$ cat config.mk
export PLATFORM = sky130hd
export DESIGN_NAME = ucsbece154b_evict_buffer
export DESIGN_NICKNAME = d
export VERILOG_FILES = /design/src/rtl/ucsbece154b_evict_buffer.sv
export SDC_FILE = /design/constraint.sdc
export NUM_CORES = 1
export LEC_CHECK = 0
export ABC_AREA = 0
export CORE_MARGIN = 4
export CORE_UTILIZATION = 43
export DETAILED_ROUTE_END_ITERATION = 10
export DONT_BUFFER_PORTS = 1
export GPL_TIMING_DRIVEN = 0
export PLACE_DENSITY = 0.66
export REMOVE_ABC_BUFFERS = 1
export SLEW_MARGIN = 10
export SYNTH_ARGS = -nofsm -noshare
export SYNTH_HDL_FRONTEND = slang
export SYNTH_SLANG_ARGS = --single-unit
$ cat constraint.sdc
create_clock -name clk_i -period 14 [get_ports clk_i]
set_input_delay 2.8 -clock clk_i [delete_from_list [all_inputs] [get_ports clk_i]]
set_output_delay 2.8 -clock clk_i [all_outputs]
set_load 0.005 [all_outputs]
$ cat src/rtl/ucsbece154b_evict_buffer.sv
// Eviction FIFO between the L1 eviction port and the victim cache write port.
// Buffers evicted lines, drains one per cycle, forwards on lookup, coalesces repeats.
module ucsbece154b_evict_buffer #(
  parameter int unsigned ADDR_WIDTH = 56,
  parameter int unsigned LINE_WIDTH = 128,
  parameter int unsigned DEPTH      = 4
) (
  input  logic                         clk_i,
  input  logic                         rst_i,
  input  logic                         flush_i,
  input  logic                         evict_valid_i,
  output logic                         evict_ready_o,
  input  logic [ADDR_WIDTH-1:0]        evict_addr_i,
  input  logic [LINE_WIDTH-1:0]        evict_data_i,
  input  logic [ADDR_WIDTH-1:0]        raddr_i,
  output logic                         fwd_hit_o,
  output logic [LINE_WIDTH-1:0]        fwd_data_o,
  input  logic                         vc_stall_i,
  output logic                         vc_we_o,
  output logic [ADDR_WIDTH-1:0]        vc_waddr_o,
  output logic [LINE_WIDTH-1:0]        vc_wdata_o,
  output logic [$clog2(DEPTH+1)-1:0]   count_o,
  output logic                         full_o,
  output logic                         empty_o
);

  localparam int unsigned OFFSET_WIDTH = $clog2(LINE_WIDTH/8);
  localparam int unsigned TAG_WIDTH    = ADDR_WIDTH - OFFSET_WIDTH;
  localparam int unsigned PTR_WIDTH    = (DEPTH > 1) ? $clog2(DEPTH) : 1;
  localparam int unsigned CNT_WIDTH    = $clog2(DEPTH+1);
  localparam logic [PTR_WIDTH-1:0] LAST_PTR  = PTR_WIDTH'(DEPTH-1);
  localparam logic [CNT_WIDTH-1:0] DEPTH_CNT = CNT_WIDTH'(DEPTH);

  logic [TAG_WIDTH-1:0]  r_tag  [DEPTH];
  logic [LINE_WIDTH-1:0] r_data [DEPTH];
  logic [DEPTH-1:0]      r_valid;
  logic [PTR_WIDTH-1:0]  r_head;
  logic [PTR_WIDTH-1:0]  r_tail;
  logic [CNT_WIDTH-1:0]  r_count;

  logic [TAG_WIDTH-1:0]  w_evict_tag;
  logic [TAG_WIDTH-1:0]  w_lookup_tag;
  logic                  w_accept;
  logic                  w_drain;
  logic                  w_alloc;
  logic                  w_coal_hit;
  logic [PTR_WIDTH-1:0]  w_coal_idx;
  logic                  w_unused;

  function automatic logic [PTR_WIDTH-1:0] f_next(input logic [PTR_WIDTH-1:0] p);
    return (p == LAST_PTR) ? '0 : p + 1'b1;
  endfunction

  assign w_evict_tag  = evict_addr_i[ADDR_WIDTH-1:OFFSET_WIDTH];
  assign w_lookup_tag = raddr_i[ADDR_WIDTH-1:OFFSET_WIDTH];
  assign w_unused     = ^{evict_addr_i[OFFSET_WIDTH-1:0], raddr_i[OFFSET_WIDTH-1:0]};

  assign count_o       = r_count;
  assign full_o        = (r_count == DEPTH_CNT);
  assign empty_o       = (r_count == '0);
  assign evict_ready_o = !full_o;
  assign w_accept      = evict_valid_i && evict_ready_o;
  assign w_drain       = !empty_o && !vc_stall_i;
  assign w_alloc       = w_accept && !w_coal_hit;

  assign vc_we_o    = w_drain;
  assign vc_waddr_o = {r_tag[r_head], {OFFSET_WIDTH{1'b0}}};
  assign vc_wdata_o = r_data[r_head];

  // The head being drained this cycle is excluded from coalescing so a line is
  // never modified while the victim cache is sampling it.
  always_comb begin
    w_coal_hit = 1'b0;
    w_coal_idx = '0;
    fwd_hit_o  = 1'b0;
    fwd_data_o = '0;
    for (int unsigned i = 0; i < DEPTH; i++) begin
      if (r_valid[i] && (r_tag[i] == w_evict_tag) &&
          !(w_drain && (PTR_WIDTH'(i) == r_head))) begin
        w_coal_hit = 1'b1;
        w_coal_idx = PTR_WIDTH'(i);
      end
      if (r_valid[i] && (r_tag[i] == w_lookup_tag)) begin
        fwd_hit_o  = 1'b1;
        fwd_data_o = r_data[i];
      end
    end
  end

  always_ff @(posedge clk_i or posedge rst_i) begin
    if (rst_i) begin
      r_head  <= '0;
      r_tail  <= '0;
      r_count <= '0;
      r_valid <= '0;
    end else if (flush_i) begin
      r_head  <= '0;
      r_tail  <= '0;
      r_count <= '0;
      r_valid <= '0;
    end else begin
      if (w_drain) begin
        r_valid[r_head] <= 1'b0;
        r_head          <= f_next(r_head);
      end
      if (w_alloc) begin
        r_valid[r_tail] <= 1'b1;
        r_tail          <= f_next(r_tail);
      end
      case ({w_alloc, w_drain})
        2'b10:   r_count <= r_count + 1'b1;
        2'b01:   r_count <= r_count - 1'b1;
        default: r_count <= r_count;
      endcase
    end
  end

  // Payload storage needs no reset: entries are qualified by r_valid.
  always_ff @(posedge clk_i) begin
    if (!flush_i && w_accept) begin
      if (w_coal_hit) begin
        r_data[w_coal_idx] <= evict_data_i;
      end else begin
        r_tag[r_tail]  <= w_evict_tag;
        r_data[r_tail] <= evict_data_i;
      end
    end
  end

  a_count_bound: assert property (@(posedge clk_i) disable iff (rst_i) r_count <= DEPTH_CNT);

endmodule
==> results_dict.tcl <==
set metrics [dict create \
    status "complete, no violations" \
    avgSynthCellArea_um2 15.1 \
    dieArea_um2 91700 \
    die_x_um 303 \
    internal-power_uw 4280 \
    yosysUniqueCellTypes 55 \
    worstSkewPairLatency_ns 0.67 \
    critical_path.max_stage_delay_ns 0.65 \
    synthFlopType "edfxtp_1" \
    num_rows 107 \
    skew_ns 0.0495 \
    combPwrFrac_pct 17.5 \
    start_util_pct 43.6 \
    tightestPinTransition_ns 0.918 \
    seqPwrFrac_pct 44.9 \
    io_buffer_count 0 \
    cts_hold_buf 0 \
    synth_edf_count 720 \
    leakagePower_uw 0.0126 \
    clkPwrFrac_pct 37.6 \
    coreArea_um2 85700 \
    first_pass_iters 5 \
    relSlewSlack_pct 38.2 \
    grt_usage_pct 28.9 \
    rr_startpoint "count_o[0]$_DFFE_PP0P_" \
    r2r-end "r_data[2][25]$_DFFE_PP_" \
    area_delta_synth_final_pct 13.7 \
    switching_power_uw 1580 \
    postRouteAntennaNets 0 \
    vdd_drop_max_mv 0.112 \
    synthArstFlopShare_pct 1.50 \
    power_density_nw_per_um2 138 \
    reg2reg_slack_ns 9.10 \
    grt_pass1_vias 24899 \
    synth_area_um2 37400 \
    crit_path_end "fwd_data_o[13]" \
    initialDrtViolationCount 2930 \
    grt-ovfl-total 0 \
    gp_congestion 0.970 \
    layout_min_cycle_time_ns 9.69 \
    finalNetCount 2693 \
    met1_length_um 46800 \
    hold_violations 0 \
    crit_path_top_delay_cell "nor4_4" \
    grt_pass1_wl_um 190000 \
    post_cts_resized 0 \
    worst_slack_ns 4.31 \
    drive_gt1_share_pct 22.4 \
    drv_slew 0 \
    hold_start "r_tail[0]$_DFFE_PP0P_" \
    grt_max_degree 55 \
    ys_warn_count 0 \
    clk_pin_slew_ns 0.06 \
    cp-startpoint "raddr_i[52]" \
    io_pins 565 \
    viasPerCell 6.79 \
    highest_layer "met4" \
    yosysSeqAreaShare_pct 58.6 \
    critPathBufInv 8 \
    critPathKind "input port to output port" \
    hold_depth 2 \
    maxCapViolations 0 \
    cts_root_buffer "clkbuf_16" \
    cp-end-kind "output port" \
    cts_sinks 731 \
    r2r.worst_path.cells 11 \
    sw_frac_of_total_pct 26.9 \
    wl_per_cell_um 37.4 \
    tns_ns 0 \
    holdCritPathClass "register to register" \
    worstPathMaxFanout 10 \
    crit_arrival_ns 6.89 \
    post-cts-setup-buffers 0 \
    cts_tree "built" \
    cp_top_family "simple AND/OR/NAND/NOR gates" \
    start_kind "input port" \
    vias 24749 \
    die_y_um 303 \
    crit_chain "xor2_1 -> nor4_1 -> nand4_1 -> nor4_1 -> nand4_1 -> nor4_4 -> buf_6 -> buf_6 -> buf_6 -> buf_6 -> buf_6 -> buf_6 -> buf_8 -> buf_6 -> mux2_2" \
    fin_crit_sh_pct 69.2 \
    cp.required_ns 11.20 \
    clockBufferDepth 3 \
    htree_levels 3 \
    routed_wl_um 136000 \
    fmax_mhz 103 \
    dp_slack_ns 4.36 \
    hpwl_um 98700 \
    cpMostUsedCell "buf_6" \
    setup_viol 0 \
    rsz0062_at_grt "false" \
    syn_inst 2478 \
    antenna_found_initial 1 \
    cts_made_buffers 83 \
    ys_seq_elements 731 \
    wl_met2_um 65500 \
    worst-path-stages 15 \
    drc 0 \
    dr_wl_met3_um 17400 \
]
==> power groups by stage <==
| stage | clock network, uW | logic (uW) | registers, uW |
|---|---|---|---|
| after floorplan | 0 | 684 | 2750 |
| after global placement | 0 | 1000 | 2850 |
| after detailed placement | 0 | 1020 | 2670 |
| after CTS | 2230 | 1030 | 2630 |
| after global routing | 2340 | 1070 | 2640 |
| final | 2210 | 1030 | 2630 |
==> synthesized netlist by cell type (2+ instances only) <==
cell type	instances	area, um2
edfxtp_1	720	21600
mux2_4	109	1640
a21oi_1	7	35.0
o22ai_1	9	56.3
o21bai_1	4	30.0
or4_1	2	15.0
o21ai_0	11	55.1
a22oi_1	3	22.5
nand4_1	82	513
nand3_1	132	661
xnor2_1	285	2500
xor2_1	107	937
and3_1	6	37.5
o2bb2ai_1	2	17.5
nand2_1	12	45.0
ha_1	8	100
dfrtp_1	11	275
nor4_1	39	244
nor2_1	13	48.8
nand2b_1	4	25.0
o211ai_1	3	22.5
a31oi_1	128	801
inv_1	28	105
mux2_2	19	214
and4_1	3	26.3
clkbuf_1	181	679
o221ai_1	2	17.5
or2_1	2	12.5
buf_4	5	37.5
mux4_2	180	4050
nor2b_1	5	31.3
o2111ai_1	129	1130
buf_12	11	220
nor3_1	143	716
nand3b_1	2	15.0
nor3b_1	7	52.6
a2111oi_0	2	17.5
buf_1	29	109
buf_6	3	33.8
buf_2	15	75.1
==> through the flow <==
| stage | utilization [%] | std cells | power, uW | hold WS (ns) | area [um2] |
|---|---|---|---|---|---|
| floorplan | - | 2236 | 3430 | 0.542 | 36200 |
| global placement | 44.0 | 3380 | 3860 | 0.590 | 37700 |
| detailed placement | 46.4 | 3498 | 3700 | 0.624 | 39700 |
| CTS | 49.6 | 3644 | 5900 | 0.633 | 42500 |
| global route | 49.6 | 3644 | 6040 | 0.654 | 42500 |
| finish | 49.6 | 3645 | 5860 | 0.640 | 42500 |
==> sequential cells by signal, indices dropped and copies added (netlist names) <==
| name | count |
|---|---|
| r_tag | 208 |
| r_head | 2 |
| r_valid | 4 |
| r_tail | 2 |
| r_data | 512 |
| count_o | 3 |
==> final cells by class <==
type	count	area (um2)
Fill cell	7061	43200
Sequential cell	731	21900
Multi-Input combinational cell	1477	14300
Clock buffer	98	2150
Timing Repair Buffer	118	1970
Tap cell	1144	1430
Clock inverter	48	602
Inverter	28	105
Antenna cell	1	2.50
==> layout by cell type, fill, tap and decap left out, types with 23 or more instances in the layout <==
cell type | Yosys | layout
mux2_4 | 109 | 109
edfxtp_1 | 720 | 720
nand3_1 | 132 | 131
mux4_2 | 180 | 180
clkbuf_16 | 0 | 84
buf_12 | 11 | 34
buf_16 | 0 | 23
inv_1 | 28 | 28
nand4_1 | 82 | 82
a31oi_1 | 128 | 128
xor2_1 | 107 | 107
nor4_1 | 39 | 38
xnor2_1 | 285 | 285
buf_6 | 3 | 26
o2111ai_1 | 129 | 129
nor3_1 | 143 | 143
==> worst register-to-register path: cells and delay by family, from the launching register on <==
kind / cells / cell delay, ns
flops: 1 / 0.48
simple gates: 5 / 2.54
buf+inv: 4 / 1.01
compound gates: 2 / 0.55
==> routing by layer <==
metal	vias up	GRT usage (%)
met5	-	0
met4	0	12.4
met3	312	10.7
met2	1736	47.2
met1	12828	34.4
li1	9873	-
==> cell families (layout without fill, tap and decap cells) <==
| kind of cell | after synthesis | in the layout | share of synthesized area (%) |
|---|---|---|---|
| xor+xnor | 392 | 392 | 9.18 |
| simple gates | 457 | 457 | 6.66 |
| buf+inv | 273 | 292 | 3.41 |
| compound gates | 307 | 307 | 6.06 |
| mux | 308 | 308 | 15.8 |
| flops | 731 | 731 | 58.6 |
| fa+ha+maj | 9 | 9 | 0.321 |
| other cells | 1 | 5 | 0.0100 |
==> how the worst min path moves through the flow <==
stage	to	slack (ns)
2_1_floorplan	r_valid[1]$_DFF_PP0_	0.54
3_3_place_gp	r_tail[1]$_DFFE_PP0P_	0.59
3_5_place_dp	r_tail[0]$_DFFE_PP0P_	0.62
4_1_cts	r_tail[0]$_DFFE_PP0P_	0.63
5_1_grt	r_tail[0]$_DFFE_PP0P_	0.65
6_report	r_tail[0]$_DFFE_PP0P_	0.64
Power figures use the tool's default switching activity.
